--- src/rtl/bus_drvr_fifo_endpoint_if.sv ---
// bus_drvr_fifo_endpoint_if: host and arbiter handshake signals of one driver endpoint
//   slave  modport: the endpoint (receives strobes and data, drives heads, flags and counts)
//   master modport: host and arbiter side
//   tx_push/tx_data/tx_full/tx_count/tx_ovf    host side of the TX FIFO
//   pndng/pop/D_pop                            arbiter drain of the TX FIFO
//   push/D_push                                arbiter delivery into the RX FIFO
//   rx_pop/rx_data/rx_pndng/rx_count/rx_ovf    host side of the RX FIFO
//   rx_drop_cnt                                bus pushes rejected by the id filter
interface bus_drvr_fifo_endpoint_if #(
    parameter int bits  = 256,
    parameter int depth = 8
);
    localparam int cw = $clog2(depth) + 1;
    logic            tx_push;
    logic [bits-1:0] tx_data;
    logic            tx_full;
    logic [cw-1:0]   tx_count;
    logic            pndng;
    logic            pop;
    logic [bits-1:0] D_pop;
    logic            push;
    logic [bits-1:0] D_push;
    logic            rx_pop;
    logic [bits-1:0] rx_data;
    logic            rx_pndng;
    logic [cw-1:0]   rx_count;
    logic            tx_ovf;
    logic            rx_ovf;
    logic [15:0]     rx_drop_cnt;
    modport slave (
        input  tx_push, tx_data, pop, push, D_push, rx_pop,
        output tx_full, tx_count, pndng, D_pop, rx_data, rx_pndng, rx_count, tx_ovf, rx_ovf, rx_drop_cnt
    );
    modport master (
        output tx_push, tx_data, pop, push, D_push, rx_pop,
        input  tx_full, tx_count, pndng, D_pop, rx_data, rx_pndng, rx_count, tx_ovf, rx_ovf, rx_drop_cnt
    );
endinterface

--- src/rtl/bus_drvr_fifo_endpoint.sv ---
// bus_drvr_fifo_endpoint: driver-side bus endpoint with a host->bus TX FIFO and an id-filtered bus->host RX FIFO
//   clk    in  single clock, posedge
//   reset  in  synchronous active-high reset, clears both FIFOs, flags and the drop counter
//   bus    slave modport of bus_drvr_fifo_endpoint_if (TX/RX handshakes, heads, counts, overflow flags)
module bus_drvr_fifo_endpoint #(
    parameter int          bits      = 256,
    parameter int          depth     = 8,
    parameter logic [7:0]  id        = 8'd0,
    parameter logic [7:0]  broadcast = 8'hFF
) (
    input logic clk,
    input logic reset,
    bus_drvr_fifo_endpoint_if.slave bus
);
    localparam int aw = $clog2(depth);
    localparam int cw = aw + 1;
    // Pointers carry one extra wrap bit so wr-rd gives the occupancy directly
    logic [bits-1:0] tx_mem_q [depth];
    logic [cw-1:0]   tx_wr_q, tx_wr_d, tx_rd_q, tx_rd_d, tx_cnt;
    logic            tx_ovf_q, tx_ovf_d, tx_empty, tx_full, tx_do_push, tx_do_pop;
    logic [bits-1:0] rx_mem_q [depth];
    logic [cw-1:0]   rx_wr_q, rx_wr_d, rx_rd_q, rx_rd_d, rx_cnt;
    logic            rx_ovf_q, rx_ovf_d, rx_empty, rx_full, rx_do_push, rx_do_pop, rx_accept;
    logic [15:0]     drop_q, drop_d;
    always_comb begin
        tx_cnt     = tx_wr_q - tx_rd_q;
        tx_empty   = tx_cnt == '0;
        tx_full    = tx_cnt == cw'(depth);
        tx_do_pop  = bus.pop && !tx_empty;
        // A pop in the same cycle frees the slot, so a push into a full FIFO still lands
        tx_do_push = bus.tx_push && (!tx_full || tx_do_pop);
        tx_wr_d    = tx_do_push ? tx_wr_q + cw'(1) : tx_wr_q;
        tx_rd_d    = tx_do_pop ? tx_rd_q + cw'(1) : tx_rd_q;
        tx_ovf_d   = tx_ovf_q || (bus.tx_push && tx_full && !bus.pop);
    end
    always_comb begin
        rx_cnt     = rx_wr_q - rx_rd_q;
        rx_empty   = rx_cnt == '0;
        rx_full    = rx_cnt == cw'(depth);
        rx_accept  = bus.D_push[bits-1 -: 8] == id || bus.D_push[bits-1 -: 8] == broadcast;
        rx_do_pop  = bus.rx_pop && !rx_empty;
        rx_do_push = bus.push && rx_accept && (!rx_full || rx_do_pop);
        rx_wr_d    = rx_do_push ? rx_wr_q + cw'(1) : rx_wr_q;
        rx_rd_d    = rx_do_pop ? rx_rd_q + cw'(1) : rx_rd_q;
        // Only packets that pass the filter can overflow the RX FIFO
        rx_ovf_d   = rx_ovf_q || (bus.push && rx_accept && rx_full && !bus.rx_pop);
        drop_d     = (bus.push && !rx_accept && drop_q != 16'hFFFF) ? drop_q + 16'd1 : drop_q;
    end
    always_ff @(posedge clk) begin
        if (reset) begin
            tx_wr_q  <= '0;
            tx_rd_q  <= '0;
            tx_ovf_q <= 1'b0;
            rx_wr_q  <= '0;
            rx_rd_q  <= '0;
            rx_ovf_q <= 1'b0;
            drop_q   <= '0;
        end else begin
            tx_wr_q  <= tx_wr_d;
            tx_rd_q  <= tx_rd_d;
            tx_ovf_q <= tx_ovf_d;
            rx_wr_q  <= rx_wr_d;
            rx_rd_q  <= rx_rd_d;
            rx_ovf_q <= rx_ovf_d;
            drop_q   <= drop_d;
        end
    end
    // Storage needs no reset: heads are masked to zero whenever a FIFO is empty
    always_ff @(posedge clk) begin
        if (!reset && tx_do_push) tx_mem_q[tx_wr_q[aw-1:0]] <= bus.tx_data;
        if (!reset && rx_do_push) rx_mem_q[rx_wr_q[aw-1:0]] <= bus.D_push;
    end
    assign bus.pndng       = !tx_empty;
    assign bus.tx_full     = tx_full;
    assign bus.tx_count    = tx_cnt;
    assign bus.D_pop       = tx_empty ? '0 : tx_mem_q[tx_rd_q[aw-1:0]];
    assign bus.tx_ovf      = tx_ovf_q;
    assign bus.rx_pndng    = !rx_empty;
    assign bus.rx_count    = rx_cnt;
    assign bus.rx_data     = rx_empty ? '0 : rx_mem_q[rx_rd_q[aw-1:0]];
    assign bus.rx_ovf      = rx_ovf_q;
    assign bus.rx_drop_cnt = drop_q;
endmodule

--- src/flat_wrapper.sv ---
// flat-port wrapper written by rule: the top's interface ports become plain ports
module bus_drvr_fifo_endpoint_flat 
#(
    parameter int          bits      = 256,
    parameter int          depth     = 8,
    parameter logic [7:0]  id        = 8'd0,
    parameter logic [7:0]  broadcast = 8'hFF
)
  (clk, reset, bus_tx_push, bus_tx_data, bus_pop, bus_push, bus_D_push, bus_rx_pop, bus_tx_full, bus_tx_count, bus_pndng, bus_D_pop, bus_rx_data, bus_rx_pndng, bus_rx_count, bus_tx_ovf, bus_rx_ovf, bus_rx_drop_cnt);
  bus_drvr_fifo_endpoint_if #(.bits(bits), .depth(depth)) bus_i ();
  input logic clk;
  input logic reset;
  input wire logic [$bits(bus_i.tx_push)-1:0] bus_tx_push;
  input wire logic [$bits(bus_i.tx_data)-1:0] bus_tx_data;
  input wire logic [$bits(bus_i.pop)-1:0] bus_pop;
  input wire logic [$bits(bus_i.push)-1:0] bus_push;
  input wire logic [$bits(bus_i.D_push)-1:0] bus_D_push;
  input wire logic [$bits(bus_i.rx_pop)-1:0] bus_rx_pop;
  output wire logic [$bits(bus_i.tx_full)-1:0] bus_tx_full;
  output wire logic [$bits(bus_i.tx_count)-1:0] bus_tx_count;
  output wire logic [$bits(bus_i.pndng)-1:0] bus_pndng;
  output wire logic [$bits(bus_i.D_pop)-1:0] bus_D_pop;
  output wire logic [$bits(bus_i.rx_data)-1:0] bus_rx_data;
  output wire logic [$bits(bus_i.rx_pndng)-1:0] bus_rx_pndng;
  output wire logic [$bits(bus_i.rx_count)-1:0] bus_rx_count;
  output wire logic [$bits(bus_i.tx_ovf)-1:0] bus_tx_ovf;
  output wire logic [$bits(bus_i.rx_ovf)-1:0] bus_rx_ovf;
  output wire logic [$bits(bus_i.rx_drop_cnt)-1:0] bus_rx_drop_cnt;
  assign bus_i.tx_push = bus_tx_push;
  assign bus_i.tx_data = bus_tx_data;
  assign bus_i.pop = bus_pop;
  assign bus_i.push = bus_push;
  assign bus_i.D_push = bus_D_push;
  assign bus_i.rx_pop = bus_rx_pop;
  assign bus_tx_full = bus_i.tx_full;
  assign bus_tx_count = bus_i.tx_count;
  assign bus_pndng = bus_i.pndng;
  assign bus_D_pop = bus_i.D_pop;
  assign bus_rx_data = bus_i.rx_data;
  assign bus_rx_pndng = bus_i.rx_pndng;
  assign bus_rx_count = bus_i.rx_count;
  assign bus_tx_ovf = bus_i.tx_ovf;
  assign bus_rx_ovf = bus_i.rx_ovf;
  assign bus_rx_drop_cnt = bus_i.rx_drop_cnt;
  bus_drvr_fifo_endpoint #(.bits(bits), .depth(depth), .id(id), .broadcast(broadcast)) u_core (.clk(clk), .reset(reset), .bus(bus_i));
endmodule
--- config.mk ---
export PLATFORM = sky130hd
export DESIGN_NAME = bus_drvr_fifo_endpoint_flat
export DESIGN_NICKNAME = d
export VERILOG_FILES = /design/src/rtl/bus_drvr_fifo_endpoint_if.sv /design/src/rtl/bus_drvr_fifo_endpoint.sv /design/src/flat_wrapper.sv
export SDC_FILE = /design/constraint.sdc
export NUM_CORES = 2
export LEC_CHECK = 0
export ABC_AREA = 0
export CORE_MARGIN = 10
export CORE_UTILIZATION = 35
export DETAILED_ROUTE_END_ITERATION = 10
export GPL_ROUTABILITY_DRIVEN = 0
export GPL_TIMING_DRIVEN = 0
export PLACE_DENSITY_LB_ADDON = 0.08
export SYNTH_ARGS = -nofsm -noshare
export SYNTH_HDL_FRONTEND = slang
export SYNTH_SLANG_ARGS = --single-unit
--- constraint.sdc ---
create_clock -name clk -period 51.7 [get_ports clk]
set_input_delay 10.34 -clock clk [delete_from_list [all_inputs] [get_ports clk]]
set_output_delay 10.34 -clock clk [all_outputs]
set_load 0.03 [all_outputs]
**After elaboration in Yosys (flattened, before gate mapping)**

Memory sizes are Yosys's and may differ from the RTL's. A register that Yosys moved wholly into a read port is not among the register bits.
Cells that the tools add are included.

- Input bits: 518
- Flip-flop bits (word level): 34
- Bits in writable memories: 4096
- Memories: 2
- Word-level logic and storage cells: 59

- Add/sub/neg operators: 7
- Equality and inequality tests: 4
- Reduce and logical (&&, ||, !) cells: 29
- Muxes and demuxes: 10

Memories:

| memory | words | width | read ports | clocked after Yosys merged registers in | wr ports | RTL line | text |
|---|---|---|---|---|---|---|---|
| u_core.rx_mem_q | 8 | 256 | 1 | 1 | 1 | bus_drvr_fifo_endpoint.sv:21 | `logic [bits-1:0] rx_mem_q [depth];` |
| u_core.tx_mem_q | 8 | 256 | 1 | 1 | 1 | bus_drvr_fifo_endpoint.sv:18 | `logic [bits-1:0] tx_mem_q [depth];` |

Operators by type and width:

| operator | number |
|---|---|
| 256-bit 2-to-1 mux | 2 |
| 16-bit by 1-bit adder with 16-bit output (second input constant) | 1 |
| 4-bit by 1-bit adder with 4-bit output (second input constant) | 4 |
| 16-bit != test (second input constant) | 1 |
| 1-bit logical AND | 13 |
| 3-bit 2-to-1 mux | 4 |
| 4-bit == test (second input constant) | 2 |
| 8-bit == test (second input constant) | 1 |
| 1-bit logical NOT | 8 |
| 4-bit logical NOT | 2 |
| 8-bit logical NOT | 1 |
| 4-bit subtractor | 2 |
| 1-bit logical OR | 5 |
| 1-bit 2-to-1 mux | 4 |

**Longest topological paths before layout**

- Depth in word-level cells: 9
- Depth in mapped cells: 11

**Worst setup path after synthesis**

Ideal clock, no wire load.

- Kind: input-to-reg
- Start point: input port bus_D_push[253]
- End point: memory u_core.rx_mem_q[0][0], enable pin
- Cell stages on the path: 6
- Data arrival time: 37426 ps
- Required time: 50113 ps
- Slack: 12686 ps
- Path buffers: 1
- Cell sequence: or4_1 > nor2_1 > o21a_1 > nand2b_1 > clkbuf_1 > nor4b_1

- Word-level cells in the longest chain between the ends: 7

Ends and longest elaborated chain:

| what | RTL line | text |
|---|---|---|
| from (decl) | flat_wrapper.sv:17 | `input wire logic [$bits(bus_i.D_push)-1:0] bus_D_push;` |
| 8-bit == test / 8-bit logical NOT (equally long branches) | bus_drvr_fifo_endpoint.sv:40 | `rx_accept = bus.D_push[bits-1 -: 8] == id \|\| bus.D_push[bits-1 -: 8] == broadcast;` |
| 1-bit logical OR * | bus_drvr_fifo_endpoint.sv:40 |  |
| 1-bit logical AND * (2 in a row) | bus_drvr_fifo_endpoint.sv:42 | `rx_do_push = bus.push && rx_accept && (!rx_full \|\| rx_do_pop);` |
| 1-bit logical AND * | bus_drvr_fifo_endpoint.sv:71 | `if (!reset && rx_do_push) rx_mem_q[rx_wr_q[aw-1:0]] <= bus.D_push;` |
| 1-bit 2-to-1 mux * | bus_drvr_fifo_endpoint.sv:71 |  |
| 1-bit 2-to-1 mux (implied by the code) * | bus_drvr_fifo_endpoint.sv:71 |  |
| to (decl) | bus_drvr_fifo_endpoint.sv:21 |  |

Every way passes the cells marked *; elsewhere a longest branch is shown, timed or not.

**Worst setup path in the final report**

- Start point: register u_core.tx_wr_q[0]
- End point: output port bus_D_pop[114]

- Word-level cells in the longest chain between the ends: 3

Ends and longest elaborated chain:

| what | RTL line | text |
|---|---|---|
| from (decl) | bus_drvr_fifo_endpoint.sv:19 | `logic [cw-1:0] tx_wr_q, tx_wr_d, tx_rd_q, tx_rd_d, tx_cnt;` |
| from (signal assigned) | bus_drvr_fifo_endpoint.sv:59 | `tx_wr_q <= tx_wr_d;` |
| 4-bit subtractor | bus_drvr_fifo_endpoint.sv:26 | `tx_cnt = tx_wr_q - tx_rd_q;` |
| 4-bit logical NOT | bus_drvr_fifo_endpoint.sv:27 | `tx_empty = tx_cnt == '0;` |
| 256-bit 2-to-1 mux | bus_drvr_fifo_endpoint.sv:76 | `assign bus.D_pop = tx_empty ? '0 : tx_mem_q[tx_rd_q[aw-1:0]];` |
| to (decl) | flat_wrapper.sv:22 | `output wire logic [$bits(bus_i.D_pop)-1:0] bus_D_pop;` |

Every way passes these cells.

==> run_summary.xml <==
<?xml version="1.0" encoding="UTF-8"?>
<metrics>
  <group name="status">
    <metric name="result_of_the_run" unit="">completed</metric>
  </group>
  <group name="layout">
    <metric name="fin_nets" unit="">9499</metric>
    <metric name="utilization" unit="%">44.11</metric>
    <metric name="final_layout_size_suffix_gt1_share" unit="%">27.53</metric>
    <metric name="area_growth_from_synthesis_to_layout" unit="%">25.39</metric>
  </group>
  <group name="global_routing">
    <metric name="grt_start_max_net_pins" unit="">19</metric>
    <metric name="antenna_found_initial" unit="">223</metric>
    <metric name="first_global_vias" unit="">81860</metric>
    <metric name="gr-usage-all-layers" unit="%">18.67</metric>
    <metric name="overflow" unit="">0</metric>
    <metric name="wire_length_of_the_first_global_routing_pass" unit="um">635000</metric>
  </group>
  <group name="hold_path">
    <metric name="min_path_type" unit="">reg2reg</metric>
    <metric name="holdPathStages" unit="">2</metric>
  </group>
  <group name="worst_setup_path">
    <metric name="path_max_fanout" unit="">10</metric>
    <metric name="worstRegToRegCells" unit="">26</metric>
    <metric name="worst_ep_arrival_time" unit="ns">5.83</metric>
    <metric name="path_class" unit="">reg2out</metric>
    <metric name="cp_data_required_time" unit="ns">41.36</metric>
    <metric name="cp-start-kind" unit="">flop</metric>
    <metric name="timing.critical_path.to_type" unit="">primary output</metric>
  </group>
  <group name="synthesis">
    <metric name="synth.cell_area" unit="sq mm">0.1568</metric>
    <metric name="yosys.area.top_type" unit="">sky130_fd_sc_hd__edfxtp_1</metric>
    <metric name="share_of_synthesized_registers_carrying_an_async_set_or_reset" unit="%">0</metric>
    <metric name="post_synth_num_cell_types" unit="">41</metric>
    <metric name="ys.warnings.count" unit="">0</metric>
    <metric name="yosysMostFrequentCell" unit="">sky130_fd_sc_hd__edfxtp_1</metric>
    <metric name="post_synthesis_sequential_area_ratio" unit="%">78.96</metric>
    <metric name="synth_nets" unit="">7284</metric>
    <metric name="syn-instance-count" unit="">6753</metric>
    <metric name="postSynthRegisterBits" unit="">4136</metric>
    <metric name="synthFlopType" unit="">sky130_fd_sc_hd__edfxtp_1</metric>
    <metric name="post_synth_most_frequent_cells" unit="">sky130_fd_sc_hd__edfxtp_1, sky130_fd_sc_hd__mux4_2, sky130_fd_sc_hd__nor2_1</metric>
    <metric name="synth-edff-count" unit="">4096</metric>
    <metric name="avgSynthCellArea" unit="sq um">23.22</metric>
    <metric name="netlist_top_cells_area" unit="">sky130_fd_sc_hd__edfxtp_1, sky130_fd_sc_hd__mux4_2, sky130_fd_sc_hd__mux2i_1, sky130_fd_sc_hd__nor2_1, sky130_fd_sc_hd__dfxtp_1</metric>
    <metric name="synth_top_area_share" unit="%">78.45</metric>
  </group>
  <group name="route">
    <metric name="dr.first_iter.drc_count" unit="">5887</metric>
    <metric name="route.vias.total" unit="">77080</metric>
    <metric name="drt-vias-per-instance" unit="">5.031</metric>
    <metric name="detailedRoute.firstPassIterationCount" unit="">7</metric>
    <metric name="antenna_violating_nets_post_route" unit="">0</metric>
    <metric name="post-route-drc-count" unit="">0</metric>
    <metric name="wl" unit="um">454500</metric>
    <metric name="routedWlPerCell" unit="um">29.66</metric>
  </group>
  <group name="clocking">
    <metric name="cts.sink_count" unit="">4136</metric>
    <metric name="cts_hold_repair.buffers" unit="">0</metric>
    <metric name="clock_path_buffers" unit="">4</metric>
    <metric name="postCtsSetupRepairBufs" unit="">0</metric>
    <metric name="cts_tree" unit="">done</metric>
    <metric name="cts_made_buffers" unit="">453</metric>
    <metric name="ctsResizeCount" unit="">0</metric>
    <metric name="cts_root_buf" unit="">sky130_fd_sc_hd__clkbuf_16</metric>
    <metric name="cts_h_tree_depth" unit="">5</metric>
    <metric name="clk_transition_reported_paths" unit="ns">0.06</metric>
    <metric name="clk_latency" unit="ns">0.97</metric>
  </group>
  <group name="sta">
    <metric name="tightest_slew" unit="ns">1.392</metric>
    <metric name="max_freq" unit="MHz">61.86</metric>
    <metric name="setup-tns-final" unit="ns">0</metric>
    <metric name="setup_violations_final" unit="">0</metric>
    <metric name="grt_setup_unrepaired" unit="">no</metric>
    <metric name="final.min_clock_period" unit="ns">16.17</metric>
    <metric name="maxSlewViolCount" unit="">0</metric>
    <metric name="timing_hold_violations_final" unit="">0</metric>
    <metric name="post_route_clock_skew" unit="ns">0.04497</metric>
    <metric name="slew_headroom" unit="%">7.207</metric>
    <metric name="fin_crit_sh" unit="%">31.27</metric>
  </group>
  <group name="floorplan">
    <metric name="placementRows" unit="">245</metric>
    <metric name="core_area" unit="sq mm">0.4457</metric>
    <metric name="fp.dieH" unit="um">689.3</metric>
    <metric name="dieArea" unit="sq mm">0.4751</metric>
    <metric name="floorplan.initialDensity" unit="%">35.17</metric>
    <metric name="overall_die_width" unit="um">689.3</metric>
    <metric name="design.portCount" unit="">1059</metric>
  </group>
  <group name="power">
    <metric name="power_leakage" unit="nW">61.46</metric>
    <metric name="powerDensity" unit="mW/mm^2">52.17</metric>
    <metric name="irDropWorstVdd" unit="mV">0.04666</metric>
  </group>
  <group name="job">
    <metric name="max_cap_violations" unit="">0</metric>
  </group>
  <group name="place">
    <metric name="detailed_place_hpwl" unit="um">330400</metric>
    <metric name="port_buffers" unit="">1057</metric>
  </group>
</metrics>
-- per-layer routing --
layer  global-route usage, %  routed length (um)
met3                   5.474               33760
met1                   23.80              184700
met2                   31.48              223600
met5                       0                 879
met4                   4.452               11620
-- worst max-delay path, stage by stage (launching register included) --
cell,delay (ns)
sky130_fd_sc_hd__dfxtp_1,0.53
sky130_fd_sc_hd__inv_1,0.11
sky130_fd_sc_hd__ha_1,0.20
sky130_fd_sc_hd__inv_1,0.06
sky130_fd_sc_hd__fa_1,0.46
sky130_fd_sc_hd__or3_1,0.44
sky130_fd_sc_hd__a21oi_1,0.25
sky130_fd_sc_hd__buf_2,0.55
sky130_fd_sc_hd__buf_2,0.70
sky130_fd_sc_hd__buf_2,0.39
sky130_fd_sc_hd__nor2_1,0.09
sky130_fd_sc_hd__clkdlybuf4s50_1,0.93
-- metrics by stage --
stage	hold slack, ns	total power [mW]	instances	setup slack, ns	cell area (sq um)
5_1_grt	0.5402	10.69	15300	35.25	196500
2_1_floorplan	0.4695	5.676	6753	12.69	156800
4_1_cts	0.5063	10.45	15280	34.97	196500
6_report	0.5031	10.26	15320	35.53	196600
3_3_place_gp	0.4827	7.286	13740	-21.76	174800
3_5_place_dp	0.4971	7.213	14440	34.71	181600
-- cells by family (layout without fill, tap and decap cells) --
kind of cell	count (synthesis)	count (layout)	synth area share, %
flops	4136	4136	78.96
mux	1546	1546	18.05
simple gates	625	625	1.630
buf+inv	371	2973	1.007
compound gates	56	56	0.2051
fa+ha+maj	13	13	0.1133
xor+xnor	6	6	0.03352
other cells	0	38	0
-- path summary, 6_finish.rpt --
path	startpoint	end	slack (ns)
max	u_core.tx_wr_q[0]	bus_D_pop[114]	35.53
min	u_core.tx_rd_q[3]	u_core.tx_rd_q[3]	0.50
max reg2reg	u_core.rx_wr_q[0]	u_core.rx_mem_q[5][195]	45.57
min reg2reg	u_core.tx_rd_q[3]	u_core.tx_rd_q[3]	0.50
-- sequential cells by signal (all words and copies together) (netlist names), named ones only --
| register | flops |
|---|---|
| u_core.bus.tx_ovf | 1 |
| u_core.tx_rd_q | 4 |
| u_core.bus.rx_drop_cnt | 16 |
| u_core.bus.rx_ovf | 1 |
| u_core.rx_mem_q | 2048 |
| u_core.tx_mem_q | 2048 |
| u_core.rx_wr_q | 4 |
| u_core.rx_rd_q | 4 |
| u_core.tx_wr_q | 4 |
-- report_power, final --
| part | switching [mW] | leakage (nW) | internal, mW |
|---|---|---|---|
| Clock | 1.34 | 7.25 | 1.86 |
| Combinational | 2.06 | 17.0 | 1.24 |
| Sequential | 0.0127 | 37.2 | 3.75 |
| Total | 3.41 | 61.5 | 6.84 |
-- layout make-up --
type / instances / area [sq um]
Fill cell: 38410 / 249100
Multi-Input combinational cell: 2246 / 31490
Antenna cell: 38 / 95.09
Clock buffer: 532 / 11810
Clock inverter: 310 / 3057
Inverter: 18 / 67.56
Sequential cell: 4136 / 123800
Tap cell: 5928 / 7417
Timing Repair Buffer: 1760 / 17330
Buffer: 353 / 1524
-- cell usage in the layout, fill, tap and decap left out, types with 24 or more instances in the layout --
master                            netlist  final
sky130_fd_sc_hd__mux2i_1              516    516
sky130_fd_sc_hd__buf_1                 71     71
sky130_fd_sc_hd__nor2_1               532    531
sky130_fd_sc_hd__clkdlybuf4s50_1        0   1057
sky130_fd_sc_hd__dfxtp_1               40     40
sky130_fd_sc_hd__clkbuf_1             133    189
sky130_fd_sc_hd__buf_2                149    151
sky130_fd_sc_hd__bufinv_16              0     45
sky130_fd_sc_hd__mux4_2              1024   1024
sky130_fd_sc_hd__clkinv_2               0     99
sky130_fd_sc_hd__buf_8                  0     39
sky130_fd_sc_hd__clkinv_1               0    113
sky130_fd_sc_hd__diode_2                0     38
sky130_fd_sc_hd__clkbuf_16              0    457
sky130_fd_sc_hd__buf_6                  0    313
sky130_fd_sc_hd__buf_4                  0    348
sky130_fd_sc_hd__a21oi_1               24     24
sky130_fd_sc_hd__edfxtp_1            4096   4096
No activity file was read; power rests on OpenSTA's default activity.
